File: src/rtl/deserialize.sv
// deserialize: UART RX of ASCII hex characters, assembled MS-nibble first into DATA_WIDTH-bit words.
module deserialize #(
  parameter int CLKS_PER_BIT = 87,
  parameter int DATA_WIDTH   = 256
) (
  input  logic                  clk,
  input  logic                  rstn,
  input  logic                  RxD,
  output logic [DATA_WIDTH-1:0] word,
  output logic                  word_valid,
  output logic                  char_err,
  output logic                  frame_err,
  output logic                  busy
);
  localparam int NW = DATA_WIDTH / 4;
  localparam int CW = NW > 1 ? $clog2(NW) : 1;
  localparam int TW = $clog2(CLKS_PER_BIT);
  typedef enum logic [2:0] {IDLE, START, DATA, STOP, WAIT_IDLE} state_t;
  state_t                r_state, w_state_nx;
  logic                  r_meta, r_rx;
  logic [TW-1:0]         r_timer, w_timer_nx;
  logic [2:0]            r_bit, w_bit_nx;
  logic [7:0]            r_sr, w_sr_nx;
  logic                  w_stb, w_ferr, r_stb, r_done;
  logic [DATA_WIDTH-1:0] r_asm;
  logic [CW-1:0]         r_cnt;
  logic                  w_dig, w_alpha, w_delim, w_last, w_mid, w_half;
  logic [3:0]            w_nib;
  always_ff @(posedge clk) begin
    if (!rstn) begin
      r_meta    <= 1'b1;
      r_rx      <= 1'b1;
      r_state   <= IDLE;
      r_timer   <= '0;
      r_bit     <= '0;
      r_sr      <= '0;
      r_stb     <= 1'b0;
      frame_err <= 1'b0;
    end else begin
      r_meta    <= RxD;
      r_rx      <= r_meta;
      r_state   <= w_state_nx;
      r_timer   <= w_timer_nx;
      r_bit     <= w_bit_nx;
      r_sr      <= w_sr_nx;
      r_stb     <= w_stb;
      frame_err <= w_ferr;
    end
  end
  assign w_half = r_timer == TW'(CLKS_PER_BIT / 2);
  assign w_mid  = r_timer == TW'(CLKS_PER_BIT - 1);
  always_comb begin
    w_state_nx = r_state;
    w_timer_nx = r_timer + TW'(1);
    w_bit_nx   = r_bit;
    w_sr_nx    = r_sr;
    w_stb      = 1'b0;
    w_ferr     = 1'b0;
    case (r_state)
      IDLE: begin
        w_timer_nx = '0;
        w_state_nx = r_rx ? IDLE : START;
      end
      START: if (w_half) begin
        w_timer_nx = '0;
        w_bit_nx   = '0;
        w_state_nx = r_rx ? IDLE : DATA;
      end
      DATA: if (w_mid) begin
        w_timer_nx = '0;
        w_sr_nx    = {r_rx, r_sr[7:1]};
        w_bit_nx   = r_bit + 3'd1;
        w_state_nx = r_bit == 3'd7 ? STOP : DATA;
      end
      STOP: if (w_mid) begin
        w_timer_nx = '0;
        w_stb      = r_rx;
        w_ferr     = !r_rx;
        w_state_nx = r_rx ? IDLE : WAIT_IDLE;
      end
      default: begin
        w_timer_nx = '0;
        w_state_nx = r_rx ? IDLE : WAIT_IDLE;
      end
    endcase
  end
  // r_sr holds the accepted byte during the strobe cycle: IDLE/START never touch it.
  assign w_dig   = r_sr >= 8'h30 && r_sr <= 8'h39;
  assign w_alpha = (r_sr >= 8'h41 && r_sr <= 8'h46) || (r_sr >= 8'h61 && r_sr <= 8'h66);
  assign w_delim = r_sr == 8'h0D || r_sr == 8'h0A || r_sr == 8'h20;
  assign w_nib   = w_dig ? r_sr[3:0] : r_sr[3:0] + 4'd9;
  assign w_last  = r_cnt == CW'(NW - 1);
  assign busy    = r_cnt != '0;
  always_ff @(posedge clk) begin
    if (!rstn) begin
      word       <= '0;
      word_valid <= 1'b0;
      char_err   <= 1'b0;
      r_done     <= 1'b0;
      r_asm      <= '0;
      r_cnt      <= '0;
    end else begin
      word_valid <= r_done;
      r_done     <= 1'b0;
      char_err   <= 1'b0;
      if (r_done) word <= r_asm;
      if (r_stb) begin
        if (w_dig || w_alpha) begin
          r_asm  <= {r_asm[DATA_WIDTH-5:0], w_nib};
          r_cnt  <= w_last ? '0 : r_cnt + CW'(1);
          r_done <= w_last;
        end else begin
          r_cnt    <= '0;
          char_err <= !w_delim;
        end
      end
    end
  end
endmodule

File: config.mk
export PLATFORM = sky130hd
export DESIGN_NAME = deserialize
export DESIGN_NICKNAME = d
export VERILOG_FILES = /design/src/rtl/deserialize.sv
export SDC_FILE = /design/constraint.sdc
export NUM_CORES = 1
export LEC_CHECK = 0
export ABC_AREA = 1
export CAP_MARGIN = 10
export CORE_MARGIN = 1
export CORE_UTILIZATION = 30
export DETAILED_ROUTE_END_ITERATION = 16
export PLACE_DENSITY = 0.48
export SLEW_MARGIN = 5
export SYNTH_ARGS = -nofsm -noshare
export SYNTH_HDL_FRONTEND = slang
export SYNTH_SLANG_ARGS = --single-unit
File: constraint.sdc
create_clock -name clk -period 1.49 [get_ports clk]
set_input_delay 0.298 -clock clk [delete_from_list [all_inputs] [get_ports clk]]
set_output_delay 0.298 -clock clk [all_outputs]
set_load 0.1 [all_outputs]
Word-level counts from Yosys, hierarchy flattened
Index checks and enable logic that the tools add are counted.
{"block": "op_classes", "bitwise": 2, "n_lt_le_gt_ge": 6, "mux": 17, "shift": 0, "n_mul": 0, "div": 0, "n_addsub": 4, "n_reduce_logical": 20, "eq_ne": 13}
{"cell": "two-way mux 3 bit", "n": 6}
{"cell": "equality test 8 x 4 -> 1 bit (second input constant)", "n": 2}
{"cell": "greater-or-equal comparator 8 x 7 -> 1 bit (second input constant)", "n": 2}
{"cell": "less-or-equal comparator 8 x 7 -> 1 bit (second input constant)", "n": 2}
{"cell": "two-way mux 7 bit", "n": 2}
{"cell": "case mux 7 bit (2 select lines)", "n": 1}
{"cell": "two-way mux 6 bit", "n": 2}
{"cell": "case mux 3 bit (4 select lines)", "n": 1}
{"cell": "AND reduction 3 bit", "n": 4}
{"cell": "equality test 8 x 6 -> 1 bit (second input constant)", "n": 1}
{"cell": "greater-or-equal comparator 8 x 6 -> 1 bit (second input constant)", "n": 1}
{"cell": "less-or-equal comparator 8 x 6 -> 1 bit (second input constant)", "n": 1}
{"cell": "adder 7 x 1 -> 7 bit (second input constant)", "n": 1}
{"cell": "equality test 7 x 6 -> 1 bit (second input constant)", "n": 1}
{"cell": "equality test 7 bit (second input constant)", "n": 1}
{"cell": "adder 6 x 1 -> 6 bit (second input constant)", "n": 1}
{"cell": "equality test 3 x 2 -> 1 bit (second input constant)", "n": 2}
{"cell": "equality test 6 bit (second input constant)", "n": 1}
{"cell": "inequality test 2 bit (second input constant)", "n": 3}
{"cell": "case mux 3 bit (2 select lines)", "n": 1}
{"cell": "nonzero test 6 bit", "n": 1}
{"cell": "adder 4 bit (second input constant)", "n": 1}
{"cell": "logical OR 1 bit", "n": 4}
{"cell": "two-way mux 4 bit", "n": 1}
{"cell": "13 further kinds", "n": 19}
{"block": "word_totals", "latch_bits": 0, "inputBits": 3, "n_memories": 0, "regBits": 546, "mem_bits_ro": 0, "ramBits": 0}

Depth between registers and ports, before layout
Gate-level depths: netlist of the first run.
{"block": "depth", "depth_word": 5, "ltp_mapped": 11}

Worst setup path before layout of the first run
Ideal clock, no wire load.
{"block": "synth_path", "path_kind": "flip-flop to output port", "from": "register r_cnt[0]", "to": "output port busy", "stages_incl_launch_ff": 4, "setup_slack_ns": -0.242, "arrival_ns": 1.434, "required_ns": 1.192, "cell_sequence": "dfxtp_1 inv_1 ha_1 nand4_1"}
{"block": "synth_between", "elab_chain_cells": 1}
{"item": "from (decl)", "line_no": "26", "text": "logic [CW-1:0] r_cnt;"}
{"item": "from (signal assigned)", "line_no": "110", "text": "r_cnt <= w_last ? '0 : r_cnt + CW'(1);"}
{"item": "nonzero test 6 bit", "line_no": "93", "text": "assign busy = r_cnt != '0;"}
{"item": "to (decl)", "line_no": "13", "text": "output logic busy"}
No other way between the ends.

Worst setup path after layout of the first run
{"block": "layout_path", "from": "register r_sr[1]", "to": "register r_asm[196]"}
{"block": "layout_between", "elab_chain_cells": 5}
{"item": "from (decl)", "line_no": "23", "text": "logic [7:0] r_sr, w_sr_nx;"}
{"item": "from (signal assigned)", "line_no": "45", "text": "r_sr <= w_sr_nx;"}
{"item": "greater-or-equal comparator 8 x 7 -> 1 bit or less-or-equal comparator 8 x 7 -> 1 bit (tied branches)", "line_no": "89", "text": "assign w_alpha = (r_sr >= 8'h41 && r_sr <= 8'h46) || (r_sr >= 8'h61 && r_sr <= 8'h66);"}
{"item": "logical AND 1 bit", "line_no": "89"}
{"item": "logical OR 1 bit", "line_no": "89"}
{"item": "logical OR 1 bit (*)", "line_no": "108", "text": "if (w_dig || w_alpha) begin"}
{"item": "AND reduction 2 bit (no line) (*)"}
{"item": "to (signal assigned)", "line_no": "109", "text": "r_asm <= {r_asm[DATA_WIDTH-5:0], w_nib};"}
{"item": "to (decl)", "line_no": "25", "text": "logic [DATA_WIDTH-1:0] r_asm;"}
Mark *: on every way between the ends. The rest lies on a longest branch, timed or not.
A chain may end at the register's enable or synchronous reset.

==> reports/qor.log, run 1 <==
[power] highest ir drop seen on vdd 865 uV
[critical_path] maximum fanout along the worst path 8
[yosys] top cell type's share of synthesized area 55.4%
[yosys] number of flip-flops and latches in the synthesized netlist 546
[yosys] Syn Std Cell Area 0.0197 sq mm
[route] drt wl/cell 17.3 um
[route] remaining routing DRC violations 0
[route] Post-DRT Antenna Nets 0
[floorplan] full die area 0.0668 sq mm
[critical_path] crit path capture type flop
[sta] Worst Tran Pin Value 0.395 ns
[outcome] run status finished, violations left
[layout] layout overhead on the synthesized area 55.9%
[grt] global-route wire length before repair 100 mm
[clock_tree] clock latency of the later-clocked register in the worst-skew pair 0.62 ns
[floorplan] FP Rows 93
[yosys] number of distinct library cell variants in the gate-level netlist after synthesis 25
[placed_design] Buffers on Ports 262
[outcome] failing checks setup timing
[clock_tree] number of buffers on the longest clock path 3
[yosys] synthesized net count 2502
[sta] unrepaired setup endpoints after global routing true
[layout] Final nets 2777
[worst_hold_path] Worst Hold Class input port to flop
[grt] number of global-route vias before repair 17567
[layout] Antenna Cells 0
[yosys] warning count from the yosys run 0
[floorplan] overall die width 259 um
[layout] leading cell types in the layout, fill and taps excluded 542 x sky130_fd_sc_hd__nor2_1, 537 x sky130_fd_sc_hd__dfxtp_1, 300 x sky130_fd_sc_hd__buf_12
[route] mean number of vias per cell 4.85
[floorplan] placeable core area 0.0647 sq mm
[clock_tree] CTS tree yes
[sta] FMAX 528 MHz
[sta] number of hold violations in the final report 0
[clock_tree] total clock sinks 546
[sta] number of max-slew violations in the final report 0
[power] areal power density over the cells 969 mW/mm^2
[critical_path] CP Data Required Time 2.04 ns
[placed_design] half-perimeter wire length after placement 36.6 mm
[yosys] cell taking the most area after synthesis sky130_fd_sc_hd__dfxtp_1
[sta] final setup slack of the worst path -0.403 ns
[sta] Clock Skews 0.0231 ns
[sta] setup TNS -86.08 ns
[floorplan] I/O pins 263
[clock_tree] register clock-pin slew on the reported worst setup and hold paths 0.06 ns
[sta] final setup violation count 367
[layout] commonest non-fill, non-tap cell in the layout sky130_fd_sc_hd__nor2_1
[grt] number of antenna violations at the first check in global routing 0
[clock_tree] clock root buffer sky130_fd_sc_hd__clkbuf_16
[sta] shortest clock period the worst path allows after layout 1.89 ns
[placed_design] placer congestion estimate 0.761
[yosys] cells after synthesis 2488
[grt] pin count of the biggest net entering global routing 105
[flow_run] max-capacitance violation count 0
[route] number of violations reported at the end of detailed-routing iteration 0 1044
[layout] share of layout cells above drive strength 1 27.9%
[critical_path] first element of the critical path r_sr[1]$_SDFFE_PN0P_
[sta] worst slew margin relative to its limit 73.6%
[yosys] sequential area share after synthesis 55.4%
[floorplan] vertical extent of the die 259 um
[grt] global route total overflow 0
[yosys] average instance area after synthesis 7.93 sq um
[sta] worst hold slack across all endpoints 0.256 ns
[yosys] leading cell types by total area after synthesis sky130_fd_sc_hd__dfxtp_1 55%, sky130_fd_sc_hd__nor2_1 10%, sky130_fd_sc_hd__nand3_1 7.0%
[floorplan] initial core utilization 30.5%
[critical_path] Reg-to-Reg Start r_sr[1]$_SDFFE_PN0P_
[critical_path] kind of start point of the critical path flop
[power] static leakage 12.1 nW
[critical_path] endpoint arrival time on the critical path 2.44 ns
[clock_tree] number of H-tree levels 2
[route] DR vias 17793
[sta] final cycle utilization of the critical path 127%
[worst_hold_path] hold path startpoint RxD
[route] Routed Wire Length 63.6 mm
[route] TritonRoute pass-1 iters 5
[grt] combined global-route utilization of all metal layers 18.6%
[clock_tree] total CTS buffers 58
[critical_path] Setup CP Type flop to flop
repair_timing:
item                       in CTS  in global routing
pin swaps                      56                 40
resized for setup             243                147
setup endpoints to repair     540                543
hold endpoints to repair        5                  0
gates cloned                   36                  7
hold buffers                    1                  0
buffers inserted               32                 11
logic make-up after synthesis:
| family | after synthesis | synth area share [%] |
|---|---|---|
| adder cells (fa/ha/maj) | 11 | 0.697 |
| XOR/XNOR | 7 | 0.311 |
| buffers and inverters | 239 | 6.09 |
| flip-flops | 546 | 55.4 |
| AND/OR/NAND/NOR | 1139 | 23.7 |
| AO/OA/AOI/OAI | 546 | 13.9 |
flip-flops by register name, indices dropped and copies added, names as in the netlist:
name	count
r_cnt	6
r_stb	1
r_state	3
r_bit	3
r_asm	256
word	256
r_done	1
frame_err	1
word_valid	1
r_sr	8
char_err	1
r_meta	1
r_rx	1
r_timer	7
worst max-delay path: stages, from the launching register on:
cell                        delay, ns
sky130_fd_sc_hd__dfxtp_4         0.35
sky130_fd_sc_hd__inv_4           0.07
sky130_fd_sc_hd__ha_4            0.14
sky130_fd_sc_hd__inv_2           0.04
sky130_fd_sc_hd__nand3_2         0.04
sky130_fd_sc_hd__nand4_1         0.22
sky130_fd_sc_hd__nand2_8         0.22
sky130_fd_sc_hd__buf_12          0.12
sky130_fd_sc_hd__buf_12          0.13
sky130_fd_sc_hd__buf_12          0.12
sky130_fd_sc_hd__clkbuf_16       0.16
sky130_fd_sc_hd__nand3_1         0.08
sky130_fd_sc_hd__a21oi_1         0.15
layer usage:
metal  up-vias  routed length [um]  GRT usage, %  part of all wire, %
li1       8783                   -             -                    -
met1      8529               28600          24.6                   45
met2       378               30200          30.5                   47
met3       103                3310          3.59                  5.2
met4         0                1450          5.44                  2.3
met5         -                   0             0                    0
synthesized netlist by cell type (all sizes together):
cell,instances
nor2,543
or2,2
nand3b,1
xnor2,1
nand2,306
inv,38
a21oi,274
nand3,276
buf,71
ha,11
nor4,1
o21ai,271
nor3,6
a21boi,1
clkbuf,130
dfxtp,546
xor2,6
nand4,4
path summary, 6_finish.rpt:
check / to / cells past startpoint / slack (ns)
setup / recovery: r_asm[196]$_SDFFE_PN0P_ / 12 / -0.40
hold reg to reg: r_rx$_SDFF_PN1_ / 1 / 0.42
hold / removal: r_meta$_SDFF_PN1_ / 2 / 0.26
setup reg to reg: r_asm[196]$_SDFFE_PN0P_ / 12 / -0.40
metrics by stage:
stage	total power [mW]	cell area [sq um]	std cells	util (%)	setup slack, ns
2_1_floorplan	15.2	19900	2488	-	-0.206
4_1_cts	30.2	30200	3660	46.7	-0.389
6_report	29.8	30800	3668	47.6	-0.403
5_1_grt	30.8	30800	3668	47.6	-0.485
3_5_place_dp	15.3	26100	3481	40.3	-0.324
3_3_place_gp	15.3	26100	3481	40.3	-0.274
cell type report:
class / count / area [sq um]
fill: 6027 / 33900
tap: 855 / 1070
timing repair buffer: 413 / 7720
clock buffer: 95 / 1800
multi-input combinational: 1706 / 8880
sequential: 546 / 11000
clock inverter: 15 / 173
inverter: 38 / 165
report_power, final:
part           switching [mW]  internal [mW]
combinational           0.309         0.0932
sequential             0.0112           14.6
clock                    6.05           8.76
Power figures use the tool's default switching activity.
==> run 2: changes to the inputs <==
Settings changed: CTS_BUF_LIST set to sky130_fd_sc_hd__clkbuf_4 sky130_fd_sc_hd__clkbuf_8.
==> reports/qor.log, run 2 (same netlist as run 1, synthesis figures left out) <==
[critical_path] slowest stage cell, crit path sky130_fd_sc_hd__dfxtp_4
[power] static leakage 12.6 nW [+4.5%]
[route] number of violations reported at the end of detailed-routing iteration 0 1037 [-0.67%]
[critical_path] endpoint arrival time on the critical path 2.47 ns [+0.03 ns]
[layout] leading cell types in the layout, fill and taps excluded 538 x sky130_fd_sc_hd__nor2_1, 314 x sky130_fd_sc_hd__buf_12, 278 x sky130_fd_sc_hd__dfxtp_1
[layout] non-filler instance count after layout 3752 [+2.3%]
[layout] share of layout cells above drive strength 1 43.2% [+15 points]
[grt] global-route wire length before repair 101 mm [+1.3%]
[placed_design] placer congestion estimate 0.761 [unchanged]
[worst_hold_path] Worst Hold Class input port to flop
[layout] Final nets 2834 [+2.1%]
[clock_tree] clock latency of the later-clocked register in the worst-skew pair 0.69 ns [+0.07 ns]
[floorplan] vertical extent of the die 259 um [unchanged]
[clock_tree] register clock-pin slew on the reported worst setup and hold paths 0.06 ns [about the same]
[floorplan] placeable core area 0.0647 sq mm [unchanged]
[route] Post-DRT Antenna Nets 0 [unchanged]
[route] drt wl/cell 17.7 um [+2.0%]
[sta] shortest clock period the worst path allows after layout 1.94 ns [+0.0500 ns]
[grt] number of antenna violations at the first check in global routing 0 [unchanged]
[sta] final setup slack of the worst path -0.453 ns [-0.0500 ns]
[layout] commonest non-fill, non-tap cell in the layout sky130_fd_sc_hd__nor2_1
[placed_design] Buffers on Ports 262 [unchanged]
[critical_path] CP Data Required Time 2.02 ns [-0.02 ns]
[clock_tree] total CTS buffers 95 [+64%]
[placed_design] half-perimeter wire length after placement 36.6 mm [unchanged]
[critical_path] Reg-to-Reg Start r_sr[1]$_SDFFE_PN0P_
[sta] Clock Skews 0.0313 ns [+0.00823 ns]
[critical_path] worst-case register-to-register setup slack -0.45 ns [-0.05 ns]
[clock_tree] number of H-tree levels 3 [+1]
[clock_tree] clock root buffer sky130_fd_sc_hd__clkbuf_8
[floorplan] full die area 0.0668 sq mm [unchanged]
[floorplan] I/O pins 263 [unchanged]
[sta] final cycle utilization of the critical path 130% [+3.4 points]
[sta] FMAX 515 MHz [-2.6%]
[critical_path] crit path capture type flop
[route] Routed Wire Length 66.3 mm [+4.3%]
[route] DR vias 18267 [+2.7%]
[floorplan] FP Rows 93 [unchanged]
[grt] pin count of the biggest net entering global routing 105 [unchanged]
[outcome] failing checks setup timing
[route] mean number of vias per cell 4.87 [+0.37%]
[critical_path] Setup CP Type flop to flop
[critical_path] kind of start point of the critical path flop
[route] remaining routing DRC violations 0 [unchanged]
[sta] worst slew margin relative to its limit 59.4% [-14 points]
[layout] Antenna Cells 0 [unchanged]
[grt] number of global-route vias before repair 17970 [+2.3%]
[outcome] run status finished, violations left
[layout] Largest regs r_asm x256, word x256, r_sr x8
[critical_path] maximum fanout along the worst path 7 [-1]
[critical_path] worst r2r path cells 12 [unchanged]
[floorplan] overall die width 259 um [unchanged]
[worst_hold_path] cell count of the worst hold path 2 [unchanged]
[clock_tree] CTS tree yes
[flow_run] max-capacitance violation count 0 [unchanged]
[critical_path] cell chain of the critical path inv_4 -> ha_4 -> inv_2 -> nand3_2 -> nand4_1 -> nand2_8 -> buf_12 -> nand2_8 -> buf_12 -> buf_16 -> nand2_4 -> a21oi_2
[sta] number of max-slew violations in the final report 0 [unchanged]
[critical_path] first element of the critical path r_sr[1]$_SDFFE_PN0P_
[floorplan] initial core utilization 30.5% [unchanged]
[power] areal power density over the cells 924 mW/mm^2 [-4.7%]
[critical_path] Slowest Stage Delay on Critical Path 0.35 ns [about the same]
[placed_design] Placed Cells 3481 [unchanged]
[power] highest ir drop seen on vdd 566 uV [-35%]
[sta] Worst Tran Pin Value 0.610 ns [+0.214 ns]
[layout] layout overhead on the synthesized area 64.6%
[clock_tree] total clock sinks 546 [unchanged]
[placed_design] minimum setup slack after placement -0.324 ns [unchanged]
[sta] number of hold violations in the final report 0 [unchanged]
[route] TritonRoute pass-1 iters 5 [unchanged]
[grt] global route total overflow 0 [unchanged]
[layout] Design Area, Final 0.0325 sq mm [+5.6%]
[grt] combined global-route utilization of all metal layers 18.8% [+0.27 points]
[sta] final setup violation count 439 [+20%]
[clock_tree] number of buffers on the longest clock path 3 [unchanged]
[sta] unrepaired setup endpoints after global routing true
[critical_path] crit path capture r_asm[85]$_SDFFE_PN0P_
[critical_path] Reg2Reg Capture Point r_asm[85]$_SDFFE_PN0P_
[placed_design] Placed Instance Area 0.0261 sq mm [unchanged]
## run 2: cell types whose count changed in the layout (fill, tap and decap cells not counted), sizes merged
cell      previous run  this run
inv                 40        41
clkinv              10         9
bufbuf               3         2
clkbuf              99       162
buf                404       416
bufinv               3         4
clkinvlp             0         5
nand2              309       313
## run 2: final cells by class
| class | instances | area, sq um |
|---|---|---|
| Timing Repair Buffer | 429 | 8020 |
| Clock inverter | 21 | 231 |
| Clock buffer | 153 | 1900 |
| Sequential cell | 546 | 11400 |
| Fill cell | 5900 | 32200 |
| Multi-Input combinational cell | 1710 | 9680 |
| Tap cell | 855 | 1070 |
| Inverter | 38 | 168 |
## run 2: timing repair
item | in CTS | in global routing
setup endpoints to repair | 540 | 544
resized for setup | 279 | 651
pin swaps | 12 | 49
endpoints found under the hold margin | 5 | 0
hold buffers | 1 | 0
gates cloned | 41 | 16
buffers inserted | 36 | 20
## run 2: worst max-delay path: cells and delay by family (launching register included)
family | cells | cell delay, ns
AND/OR/NAND/NOR | 5 | 0.63
buffers and inverters | 5 | 0.63
flip-flops | 1 | 0.35
adder cells (fa/ha/maj) | 1 | 0.14
AO/OA/AOI/OAI | 1 | 0.04
## run 2: power by group
group,total (mW),internal (mW),leakage (nW),switching [mW]
sequential,14.5,14.5,4.55,0.0112
combinational,0.428,0.0993,6.93,0.329
clock,15.1,8.78,1.12,6.30
total,30.0,23.4,12.6,6.64
## run 2: routing by layer
metal  share of wire [%]  routed length [um]  vias to the layer above  GRT usage [%]
met5                   0                   0                        -              0
met4                 1.9                1240                        0           5.74
met3                 5.2                3460                       87           4.05
met2                  48               31900                      438           30.8
met1                  45               29700                     8788           24.7
li1                    -                   -                     8954              -
## run 2: worst min-delay path by stage
stage                                  from                 to  slack, ns
after floorplan           r_meta$_SDFF_PN1_    r_rx$_SDFF_PN1_       0.39
after global placement    r_meta$_SDFF_PN1_    r_rx$_SDFF_PN1_       0.41
after detailed placement  r_meta$_SDFF_PN1_    r_rx$_SDFF_PN1_       0.42
after CTS                               RxD  r_meta$_SDFF_PN1_       0.14
after global routing                    RxD  r_meta$_SDFF_PN1_       0.17
final                                   RxD  r_meta$_SDFF_PN1_       0.21
## run 2: metrics by stage
step,utilization (%),total power [mW],TNS [ns],hold WS [ns]
floorplan,-,15.2,-3.38,0.393
global placement,40.3,15.3,-59.04,0.413
detailed placement,40.3,15.3,-67.99,0.417
CTS,47.4,30.5,-141.79,0.139
global route,50.2,31.2,-138.36,0.171
finish,50.2,30.0,-102.01,0.208
==> edit 1, RTL diff (settings of run 1) <==
`DATA_WIDTH`: 256 -> 128.
--- a/src/rtl/deserialize.sv
+++ b/src/rtl/deserialize.sv
@@ -1,7 +1,7 @@
 // deserialize: UART RX of ASCII hex characters, assembled MS-nibble first into DATA_WIDTH-bit words.
 module deserialize #(
   parameter int CLKS_PER_BIT = 87,
-  parameter int DATA_WIDTH   = 256
+  parameter int DATA_WIDTH   = 128
 ) (
   input  logic                  clk,
   input  logic                  rstn,
Ports: changed (resized word); port bits go from 263 to 135. No check against the original RTL was run, so the function may have changed too.
==> edit 1 against run 1 <==
  * The flow still finishes with violations (setup timing)
  * Die area is 47% lower
  * Design area decreased by 48%
  * Hold slack lost 0.17 ns
  * Area after synthesis is 47% lower
  * Non-clock buffer count fell by 212
  * Sequential cell count fell by 257
  * Wire length shrank 56%
  * Clock power shrank 47%
  * Setup slack improved by 0.27 ns
  * Utilization down 1.5 points
  * Global-route usage shrank 3.4 points
  * Sequential share of layout area grew 1.0 points
  * Total power is 47% lower
  * Largest power group unchanged
==> edit 1: results (changes against run 1) <==
Vias in the first global route = 8634 (was 17567)
CTS-repair resized insts = 130 (was 243)
Clk pwr = 7.87 mW (was 14.8 mW)
Setup bufs post-CTS = 5 (was 32)
GRT Total Usage = 0.152 (was 0.186)
Post-Route WL = 27.9 mm (was 63.6 mm)
Placed cell area = 13800 um2 (was 26100 um2)
Reg-to-reg startpoint = r_sr[0] (was r_sr[1])
First-pass GRT wire length = 44.5 mm (was 100 mm)
Total number of vias = 8949 (was 17793)
Setup violators final = 127 (was 367)
Placer Congestion = 0.762 (was 0.761)
Max FO, Critical Path = 2 (was 8)
Crit path from = r_cnt[0] (was r_sr[1])
DRT iter0 DRCs = 473 (was 1044)
Fin nets = 1501 (was 2777)
Arrival time worst endpoint = 1.32 ns (was 2.44 ns)
Largest regs = r_asm (128), word (128), r_sr (8) (was r_asm (256), word (256), r_sr (8))
Logic pwr share = 0.016 (was 0.013)
Failing checks = setup timing (unchanged)
Post-Synth XOR/XNOR Area = 0.00251 (was 0.00311)
Worst Slack Setup Final = -0.131 ns (was -0.403 ns)
Layout cells sized above 1 = 0.257 (was 0.279)
# fillers = 3375 (was 6027)
Pin count of the biggest net entering global routing = 88 (was 105)
Synthesized net count = 1348 (was 2502)
Adder-Cell Fraction of Synth Area = 0.0143 (was 0.00697)
Status = finished with violations (unchanged)
Worst Setup EP = busy (was r_asm[196])
Syn Area/Cell = 7.86 um2 (was 7.93 um2)
==> edit 1: cell types whose count changed after synthesis, sizes merged, moves of 38 or more <==
cell	delta
nand3	-253
clkbuf	-76
a21oi	-252
nand2	-253
buf	-38
dfxtp	-257
==> edit 1: cell type report <==
type	instances	area [um2]	share of cell area
sequential	289	5810	0.366
inverter	34	151	0.00955
clock buffer	50	991	0.0625
tap	455	569	0.0359
timing repair buffer	201	3690	0.232
multi-input combinational	925	4560	0.288
clock inverter	11	77.6	0.00489
timing repair inverter	1	16.3	0.00103
==> edit 1: layer usage <==
metal / wire length (um) / share of wire / global-route usage / vias to the layer above
li1: - / - / - / 4598
met1: 13600 / 0.49 / 0.208 / 4164
met2: 12700 / 0.46 / 0.247 / 155
met3: 1160 / 0.042 / 0.0293 / 32
met4: 416 / 0.015 / 0.0350 / 0
met5: 0 / 0 / 0 / -
==> edit 2, RTL diff (settings of run 1) <==
Without the edit above. Compare `r_timer` against `TW'(CLKS_PER_BIT / 2)` with >= in place of ==.
--- a/src/rtl/deserialize.sv
+++ b/src/rtl/deserialize.sv
@@ -47,7 +47,7 @@
       frame_err <= w_ferr;
     end
   end
-  assign w_half = r_timer == TW'(CLKS_PER_BIT / 2);
+  assign w_half = r_timer >= TW'(CLKS_PER_BIT / 2);
   assign w_mid  = r_timer == TW'(CLKS_PER_BIT - 1);
   always_comb begin
     w_state_nx = r_state;
Formal check against the unedited RTL: same outputs for any inputs over 4 cycles, from zero or initial values and one cycle with rstn low; that may be too few to reach the edited logic, so the function may still have changed.
==> edit 2 against run 1 <==
  * The run still ends with setup timing left
  * Non-clock buffer count down 19
  * First-iteration DRC count up 13%
  * Total power down 0.20%
  * Setup slack better by 0.072 ns
  * Sequential cell count unchanged
  * Wire length down 5.7%
  * Area after synthesis down 0.15%
  * Design area down 4.0%
  * Largest power group is now sequential cells
==> edit 2: results (changes against run 1) <==
First-pass GRT wire length = 93.0 mm (was 100 mm)
Top FF cell, synth = dfxtp_1 (unchanged)
GRT Total Usage = 0.171 (was 0.186)
WHS Endpoint = r_asm[76] (was r_meta)
Largest family of logic cells by synthesized area = simple AND/OR/NAND/NOR gates (unchanged)
Top cells by count, synth = nor2_1 (548), dfxtp_1 (546), nand2_1 (309), a21oi_1 (276), o21ai_0 (272) (was dfxtp_1 (546), nor2_1 (543), nand2_1 (303), nand3_1 (275), a21oi_1 (274))
Worst path max stage delay = 0.38 ns (was 0.35 ns)
Placer Congestion = 0.747 (was 0.761)
Post-Route WL = 59.9 mm (was 63.6 mm)
Status = finished with violations (unchanged)
FF-to-FF path depth = 11 (was 12)
Clk buf depth = 3 (unchanged)
CP top delay family = simple AND/OR/NAND/NOR gates (was buffers and inverters)
Failing checks = setup timing (unchanged)
TritonCTS buffer count = 59 (was 58)
Pre-CTS WS = -0.296 ns (was -0.324 ns)
Placed cell area = 26300 um2 (was 26100 um2)
Layout area overhead = 49.9% (was 55.9%)
Dpl hpwl = 37.1 mm (was 36.6 mm)
Async SR Flop Fraction = 0 (unchanged)
Reg-to-reg startpoint = r_sr[0] (was r_sr[1])
Post-Synth XOR/XNOR Area = 0.00311 (about the same)
Synthesized net count = 2509 (was 2502)
# fillers = 6166 (was 6027)
Worst Slack Setup Final = -0.332 ns (was -0.403 ns)
Setup violators final = 375 (was 367)
Worst Hold Launch = rstn (was RxD)
Mux share of post-synthesis cell area = 0 (unchanged)
Clock Latency Late Sink = 0.62 ns (about the same)
Seq/Total Area, Yosys = 0.555 (was 0.554)
Static Leakage = 11.8 nW (was 12.1 nW)
Vias in the first global route = 16881 (was 17567)
Adder-Cell Fraction of Synth Area = 0.00635 (was 0.00697)
Skew final = 0.0119 ns (was 0.0231 ns)
Worst vdd ir = 940 uV (was 865 uV)
Antenna violations before repair = 1 (was 0)
Layout cells sized above 1 = 0.214 (was 0.279)
Reg clk slew, reported paths = 0.06 ns (about the same)
Hold WS = 0.111 ns (was 0.256 ns)
Hold path depth = 3 (was 2)
Top cells by area, synth = dfxtp_1 (55%), nor2_1 (10%), a21oi_1 (7.0%), o21ai_0 (6.9%), nand3_1 (6.9%) (was dfxtp_1 (55%), nor2_1 (10%), nand3_1 (7.0%), a21oi_1 (6.9%), o21ai_0 (6.9%))
Pin count of the biggest net entering global routing = 112 (was 105)
Fin nets = 2763 (was 2777)
Compound-Gate Fraction of Synth Area = 0.139 (about the same)
Relative slew slack = 0.639 (was 0.736)
R2R Path End = r_asm[92] (was r_asm[196])
Total number of vias = 17651 (was 17793)
DRT iter0 DRCs = 1182 (was 1044)
[edit 2: changes by cell type after synthesis, moves of 4 or more]
cell,change
buf_2,+25
buf_4,-18
buf_6,-6
nand2_1,+6
nor2_1,+5
nand3_1,-4
[edit 2: metrics by stage]
| stage | total power [mW] | instances | setup TNS [ns] |
|---|---|---|---|
| floorplan | 15.4 | 2496 | -3.67 |
| global placement | 15.6 | 3507 | -54.69 |
| detailed placement | 15.6 | 3507 | -55.53 |
| CTS | 30.2 | 3636 | -72.83 |
| global route | 30.8 | 3651 | -102.51 |
| finish | 29.8 | 3651 | -68.55 |
[edit 2: timing repair]
action | CTS | global route
buffers inserted | 12 | 6
setup endpoints to repair | 526 | 542
gates resized for setup | 68 | 78
pin swaps | 9 | 11
gates cloned | 10 | 12
[edit 2: cell type report]
type / instances / area share
inverters: 37 / 0.00546
clock buffers: 90 / 0.0576
multi-input cells: 1712 / 0.274
flip-flops and latches: 546 / 0.371
clock inverters: 17 / 0.00728
well taps: 855 / 0.0362
repair buffers: 394 / 0.248
[edit 2: power breakdown]
part           switching, mW  total [mW]  internal (mW)
Sequential            0.0420        14.7           14.6
Clock                   6.06        14.5           8.40
Combinational          0.420       0.611          0.191
[edit 2: worst max-delay path by stage]
stage / from / end / slack, ns / depth (start not counted)
floorplan: r_sr[0] / r_asm[100] / -0.02 / 11
global placement: r_sr[1] / r_asm[87] / -0.26 / 9
detailed placement: r_sr[1] / r_asm[53] / -0.30 / 9
CTS: r_cnt[0] / busy / -0.29 / 4
global route: r_sr[1] / r_asm[92] / -0.39 / 12
finish: r_sr[0] / r_asm[92] / -0.33 / 11
[edit 2: per-layer routing]
layer,vias to the layer above,routed length (um),GRT usage
met5,-,0,0
met4,0,973,0.0396
met3,71,3280,0.0335
met2,413,28200,0.280
met1,8411,27500,0.231
li1,8756,-,-
